==> config.mk <==
export PLATFORM = sky130hd
export DESIGN_NAME = window_stream_buffer
export DESIGN_NICKNAME = d
export VERILOG_FILES = /design/src/rtl/window_stream_buffer.sv
export SDC_FILE = /design/constraint.sdc
export NUM_CORES = 1
export LEC_CHECK = 0
export ABC_AREA = 1
export CELL_PAD_IN_SITES_DETAIL_PLACEMENT = 0
export CELL_PAD_IN_SITES_GLOBAL_PLACEMENT = 1
export CORE_MARGIN = 5
export CORE_UTILIZATION = 35
export DETAILED_ROUTE_END_ITERATION = 8
export GPL_TIMING_DRIVEN = 1
export PLACE_DENSITY = 0.66
export SKIP_LAST_GASP = 1
export SYNTH_ARGS = -nofsm -noshare
export SYNTH_HDL_FRONTEND = slang
export SYNTH_SLANG_ARGS = --single-unit
==> constraint.sdc <==
create_clock -name clk -period 3.4 [get_ports clk]
set_clock_uncertainty 0.2 [all_clocks]
set_input_delay 0.34 -clock clk [delete_from_list [all_inputs] [get_ports clk]]
set_output_delay 0.34 -clock clk [all_outputs]
set_load 0.005 [all_outputs]
==> src/rtl/window_stream_buffer.sv <==
// Streaming sliding-window generator. Pixels arrive one per accepted beat in
// raster order; the block tracks its own row/column and emits a registered
// FILTER_SIZE x FILTER_SIZE window at every position selected by STRIDE.

// One window row: FILTER_SIZE-1 shift registers plus the newest column tap.
module window_stream_buffer_row #(
  parameter int F  = 3,
  parameter int PW = 8
) (
  input  logic              clk,
  input  logic              en,
  input  logic [PW-1:0]     col_in,
  output logic [F*PW-1:0]   row_pix
);
  logic [F-2:0][PW-1:0] win;

  // Shift the row left by one column on every accepted beat.
  always_ff @(posedge clk) begin
    if (en) begin
      for (int j = 0; j < F-2; j++) win[j] <= win[j+1];
      win[F-2] <= col_in;
    end
  end

  // Element j=0 is the leftmost column; the newest column sits on top.
  assign row_pix = {col_in, win};
endmodule

module window_stream_buffer #(
  parameter int FILTER_SIZE  = 3,
  parameter int IMAGE_WIDTH  = 28,
  parameter int IMAGE_HEIGHT = 28,
  parameter int D_WIDTH      = 8,
  parameter int CHANNELS     = 1,
  parameter int STRIDE       = 1,
  localparam int PW  = CHANNELS*D_WIDTH,
  localparam int RW  = $clog2(IMAGE_HEIGHT),
  localparam int CW  = $clog2(IMAGE_WIDTH),
  localparam int SW  = (STRIDE > 1) ? $clog2(STRIDE) : 1,
  // Line-buffer depth: together with the F-1 row registers this delays a
  // pixel by exactly one image row, so the buffer tail is pixel (r-1, c).
  localparam int LBD = IMAGE_WIDTH-FILTER_SIZE+1
) (
  input  logic                                      clk,
  input  logic                                      rst,
  input  logic                                      in_valid,
  input  logic [PW-1:0]                             in_data,
  output logic                                      out_valid,
  output logic [PW*FILTER_SIZE*FILTER_SIZE-1:0]     out_data,
  output logic [RW-1:0]                             out_row,
  output logic [CW-1:0]                             out_col,
  output logic                                      frame_done
);
  localparam int F = FILTER_SIZE;

  logic [RW-1:0] r;
  logic [CW-1:0] c;
  logic [SW-1:0] rph, cph;
  logic          row_end, frame_end, emit;

  logic [F-1:0][F*PW-1:0] row_pix;

  assign row_end   = (c == CW'(IMAGE_WIDTH-1));
  assign frame_end = row_end && (r == RW'(IMAGE_HEIGHT-1));
  // Position gates keep stale rows and row-straddling windows out; the phase
  // counters implement the stride test without dividers.
  assign emit = in_valid && (r >= RW'(F-1)) && (c >= CW'(F-1)) &&
                (rph == '0) && (cph == '0);

  // Per-row storage: row F-1 takes the live pixel, each older row takes the
  // tail of a line buffer fed from the row below it.
  for (genvar i = 0; i < F; i++) begin : g_row
    logic [PW-1:0] col_i;
    if (i == F-1) begin : g_live
      assign col_i = in_data;
    end else begin : g_lb
      logic [LBD-1:0][PW-1:0] lb;
      // Line buffer advances only on accepted beats; contents are never reset.
      always_ff @(posedge clk) begin
        if (in_valid) begin
          lb[0] <= row_pix[i+1][PW-1:0];
          for (int k = 1; k < LBD; k++) lb[k] <= lb[k-1];
        end
      end
      assign col_i = lb[LBD-1];
    end
    window_stream_buffer_row #(.F(F), .PW(PW)) u_row (
      .clk     (clk),
      .en      (in_valid),
      .col_in  (col_i),
      .row_pix (row_pix[i])
    );
  end

  // Raster position and stride phase tracking.
  always_ff @(posedge clk or posedge rst) begin
    if (rst) begin
      r   <= '0;
      c   <= '0;
      rph <= '0;
      cph <= '0;
    end else if (in_valid) begin
      if (row_end) begin
        c   <= '0;
        cph <= '0;
        if (frame_end) begin
          r   <= '0;
          rph <= '0;
        end else begin
          r <= r + RW'(1);
          if (r >= RW'(F-1)) rph <= (rph == SW'(STRIDE-1)) ? '0 : rph + SW'(1);
        end
      end else begin
        c <= c + CW'(1);
        if (c >= CW'(F-1)) cph <= (cph == SW'(STRIDE-1)) ? '0 : cph + SW'(1);
      end
    end
  end

  // Registered window output; data and position hold between pulses.
  always_ff @(posedge clk or posedge rst) begin
    if (rst) begin
      out_valid  <= 1'b0;
      frame_done <= 1'b0;
      out_data   <= '0;
      out_row    <= '0;
      out_col    <= '0;
    end else begin
      out_valid  <= emit;
      frame_done <= in_valid && frame_end;
      if (emit) begin
        out_data <= row_pix;
        out_row  <= r - RW'(F-1);
        out_col  <= c - CW'(F-1);
      end
    end
  end
endmodule

# [Word-level counts from Yosys, hierarchy flattened]
# Index checks and enable logic that the tools add are counted.
[word_totals] ff_bits=560 input_bits=11 output_inout_bits=84 word_cells=98
[classes] n_addsub=6 order_cmp=2 eq_ne=2 muxes=8 n_bitwise=2 reduce_logical=11
[ops] op="$add 5x1->5 const B" n=2
[ops] op="$eq 5x5->1 const B" n=2
[ops] op="$ge 5x2->1 const B" n=2
[ops] op="$mux 5" n=2
[ops] op="$sub 5x2->5 const B" n=2
[ops] op="$logic_and 1x1->1" n=6
[ops] op="$mux 1" n=6
[ops] op="$reduce_and 2->1" n=2
[ops] op="$reduce_bool 2->1" n=2
[ops] op="$reduce_and 3->1" n=1
[ops] op="$add 1x1->1 const B" n=2
[ops] op="$not 1->1" n=2

# [Logic depth before layout (Yosys ltp)]
[depth] ltp_word=5 ltp_mapped=10 depth_no_buf=8

# [Hierarchy]
# From an unflattened synthesis, not the netlist that was laid out.
[unflattened] cells_unflattened=955 hier_area_um2=18431.4
[modules_own_cells] module="window_stream_buffer" instances=1 cells_per_inst=883 area_each_um2=16809.9 seq_area_each_um2=14844.2
[modules_own_cells] module="window_stream_buffer_row" instances=3 cells_per_inst=24 area_each_um2=540.5 seq_area_each_um2=480.5

# [Least setup slack after synthesis]
# OpenSTA, ideal clock, no wires.
[synth_timing] kind="register -> register" startpoint="register r[2]" endpoint="register out_data[10]" setup_ps=117 t_arrival_ps=1363 required_ps=3083 slack_ps=1720 path_stages_with_launch=11 path_buffers=2 synth_period_minus_slack_ps=1680 cell_sequence="dfrtp_1 -> inv_1 -> ha_1 -> nand2_1 -> nor2_1 -> nand2_2 -> nand3_2 -> buf_12 -> buf_12 -> nand2_2 -> nand2_1"
[synth_between] elab_chain_cells=5
[synth_lines] item="start: declaration" line_no="56" text="logic [RW-1:0] r;"
[synth_lines] item="start signal: assignment" line_no="110" text="r <= r + RW'(1);"
[synth_lines] item="$ge 5x2->1" line_no="67" text="assign emit = in_valid && (r >= RW'(F-1)) && (c >= CW'(F-1)) &&"
[synth_lines] item="$logic_and 1x1->1 (3 in series)" line_no="67"
[synth_lines] item="$logic_and 1x1->1" line_no="68" text="(rph == '0) && (cph == '0);"
[synth_lines] item="end signal: assignment" line_no="132" text="out_data <= row_pix;"
[synth_lines] item="end: declaration" line_no="49" text="output logic [PW*FILTER_SIZE*FILTER_SIZE-1:0] out_data,"
# No other way between the ends.
# A chain may end at the register's enable or synchronous reset.

# [Worst setup path in the final report]
[layout_timing] startpoint="register c[1]" endpoint="register out_data[63]"
[layout_between] elab_chain_cells=4
[layout_lines] item="start: declaration" line_no="57" text="logic [CW-1:0] c;"
[layout_lines] item="start signal: assignment" line_no="114" text="c <= c + CW'(1);"
[layout_lines] item="$ge 5x2->1" line_no="67"
[layout_lines] item="$logic_and 1x1->1 (2 in series)" line_no="67"
[layout_lines] item="$logic_and 1x1->1" line_no="68"
# No other way between the ends.

==> impl_metrics.yaml <==
place:
  io_buffer_count: 94
  place_hpwl_um: 14400
  placed_area_um2: 19900
  place.gp.congestion: 0.706
yosys:
  synth_cells: 925
  synthArstFlopShare_pct: 16.8
  syn-num-nets: 944
  dominantRegCellSynth: "edfxtp_1"
  synth_area_um2: 18200
  ys_types: 23
  ys_ff_latch: 558
  synth_commonest_cells: "464 x edfxtp_1, 167 x nand2_1, 94 x dfrtp_1, 84 x nand4_1, 20 x nand2_2"
  ys_warn_count: 0
  syn_area_per_cell_um2: 19.7
  ys_top_cells_by_area: "edfxtp_1 77%, dfrtp_1 13%, nand2_1 3.4%"
  ys_seq_area_share_pct: 89.5
  synthMostInstantiatedCell: "edfxtp_1"
  yosys.area.top_type: "edfxtp_1"
  yosysTopAreaCellShare_pct: 76.6
  synth_edf_count: 464
global_route:
  grtUsageMet2_pct: 13.8
  grtUsageTotal_pct: 9.72
  grt_pass1_wl_um: 44900
  gr-total-overflow: 0
  grt_max_degree: 143
  busiest_layer: "met1"
  antenna_found_initial: 0
  met1_usage_pct: 14.1
  grt_pass1_vias: 8000
  use_met3_pct: 3.21
floorplanning:
  start_util_pct: 35.4
  die_area_um2: 56600
  chipWidth_um: 238
  ios: 95
  die-height_um: 238
  core_area_um2: 51400
  rows: 83
timing:
  fin_setup_tns_ns: 0
  setup_viol: 0
  final-max-slew-violation-count: 0
  rsz0062_at_grt: "no"
  max_freq_mhz: 414
  period_share_pct: 71.0
  tightest_slew_ns: 0.734
  maxSlewHeadroom_pct: 51.1
  hold_slack_ns: 0.132
  hold_viol_final: 0
  finalCriticalPeriod_ns: 2.41
power:
  p_leak_uw: 0.00794
  report.power.total_uw: 17100
  irDropWorstVdd_mv: 0.458
  power_density_nw_per_um2: 793
setup_path:
  worstSetupEndpointType: "flop"
  critPathMaxFanout: 83
  worstPathArrival_ns: 2.73
  crit_type: "reg -> reg"
  start_kind: "flop"
  cp_data_required_time_ns: 3.71
finish:
  drive_gt1_share_pct: 10.6
  fin_area_um2: 21600
  diodes: 0
  utilization_pct: 42.0
  area_growth_pct: 18.8
  nets: 1068
detailed_routing:
  drtAntennaViolNets: 0
  vias_per_cell: 4.48
  route.detailed.drc: 0
  drt_iter0_markers: 711
  num_vias: 7945
  first_pass_iters: 4
  drt_wl_total_um: 27900
  wl_per_cell_um: 15.7
flow_run:
  max_cap_viol_count: 0
cts:
  cts_tree: "built"
  clk_pin_slew_ns: 0.06
  numClockSinks: 558
  cts.path.max_buffers: 3
  h-tree-depth: 2
  clock-root-buffer: "clkbuf_16"
  cts_inserted_buffers: 53
  insertion_delay_ns: 0.59
run_status:
  status: "completed"
worst_hold_path:
  hold_path.class: "in -> reg"
[registers in the layout (all words and copies together), names as in the netlist]
signal,cells
g_row.g_lb.lb,400
out_data,72
g_row.u_row.row_pix,48
g_row.col_i,16
c,5
out_col,5
out_row,5
r,5
frame_done,1
out_valid,1
[layer usage]
metal / vias to the layer above / share of wire, %
met5: - / 0
met2: 173 / 42
met3: 50 / 6.8
met1: 4012 / 48
met4: 0 / 2.6
li1: 3710 / -
[cell families after synthesis]
logic type               count (synthesis)  share of synthesized area (%)
XOR/XNOR                                 4                          0.193
AND/OR/NAND/NOR                        288                           7.52
AO/OA/AOI/OAI                           12                          0.330
adder cells (fa/ha/maj)                  8                          0.550
flip-flops                             558                           89.5
buffers and inverters                   55                           1.89
[power breakdown]
group	internal [uW]	leakage (uW)	switching (uW)	total [uW]
clock	3220	0.000826	2430	5640
sequential	8320	0.00569	511	8830
combinational	1270	0.00142	1390	2660
total	12800	0.00794	4330	17100
[what timing repair did]
item	CTS	global route
setup endpoints to repair	0	0
setup buffers	0	0
resized for setup	0	0
hold buffers	2	0
endpoints found under the hold margin	42	0
[per-stage QoR]
step | cells | setup slack [ns]
after floorplan | 925 | 0.411
after global placement | 1672 | 1.08
after detailed placement | 1672 | 0.973
after CTS | 1773 | 0.974
after global routing | 1773 | 0.772
final | 1773 | 0.986
[final timing paths]
| check | to | cells after the start | startpoint | slack [ns] |
|---|---|---|---|---|
| hold reg to reg | g_row[1].g_lb.lb[186] | 0 | g_row[1].g_lb.lb[178] | 0.21 |
| setup / recovery | out_data[63] | 9 | c[1] | 0.99 |
| max in group asynchronous | out_col[4] | 4 | rst | 1.76 |
| setup reg to reg | out_data[63] | 9 | c[1] | 0.99 |
| min in group asynchronous | out_data[20] | 3 | rst | 0.53 |
| hold / removal | g_row[2].u_row.row_pix[11] | 1 | in_data[3] | 0.13 |
[worst max-delay path: stages, from the launching register on]
cell     delay [ns]
dfrtp_1        0.42
inv_1          0.13
ha_1           0.20
inv_1          0.05
nor2_1         0.16
nand3_4        0.33
nand3_4        0.21
buf_12         0.37
nand2_1        0.11
nand2_1        0.09
[area by class of cell]
| type | instances | area (um^2) |
|---|---|---|
| multi-input combinational | 312 | 1590 |
| sequential | 558 | 16300 |
| clock buffer | 69 | 1440 |
| clock inverter | 30 | 244 |
| tap | 680 | 851 |
| inverter | 17 | 66.3 |
| fill | 4539 | 29800 |
| timing repair buffer | 107 | 1140 |
[placed cells by master (no fill, tap or decap)]
| master | Yosys | final |
|---|---|---|
| a21oi_1 | 5 | 5 |
| buf_12 | 3 | 7 |
| buf_4 | 4 | 4 |
| buf_8 | 0 | 1 |
| bufinv_16 | 0 | 3 |
| clkbuf_1 | 7 | 11 |
| clkbuf_16 | 0 | 53 |
| clkbuf_8 | 0 | 5 |
| clkdlybuf4s50_1 | 0 | 93 |
| clkinv_1 | 0 | 10 |
| clkinv_2 | 0 | 11 |
| clkinv_4 | 0 | 1 |
| clkinvlp_4 | 0 | 2 |
| dfrtp_1 | 94 | 94 |
| dlygate4sd3_1 | 0 | 2 |
| edfxtp_1 | 464 | 464 |
| ha_1 | 8 | 8 |
| inv_1 | 15 | 14 |
| inv_16 | 0 | 1 |
| inv_2 | 2 | 2 |
| inv_4 | 0 | 1 |
| inv_6 | 0 | 2 |
| nand2_1 | 167 | 167 |
| nand2_2 | 20 | 19 |
| nand2_4 | 0 | 1 |
| nand3_1 | 5 | 4 |
| nand3_4 | 0 | 2 |
| nand3b_1 | 1 | 1 |
| nand4_1 | 84 | 84 |
| nor2_1 | 7 | 7 |
| nor2_4 | 1 | 1 |
| nor3_1 | 1 | 1 |
| nor4_1 | 1 | 1 |
| o21ai_0 | 7 | 7 |
| xor2_1 | 4 | 4 |
Power figures use the tool's default switching activity.
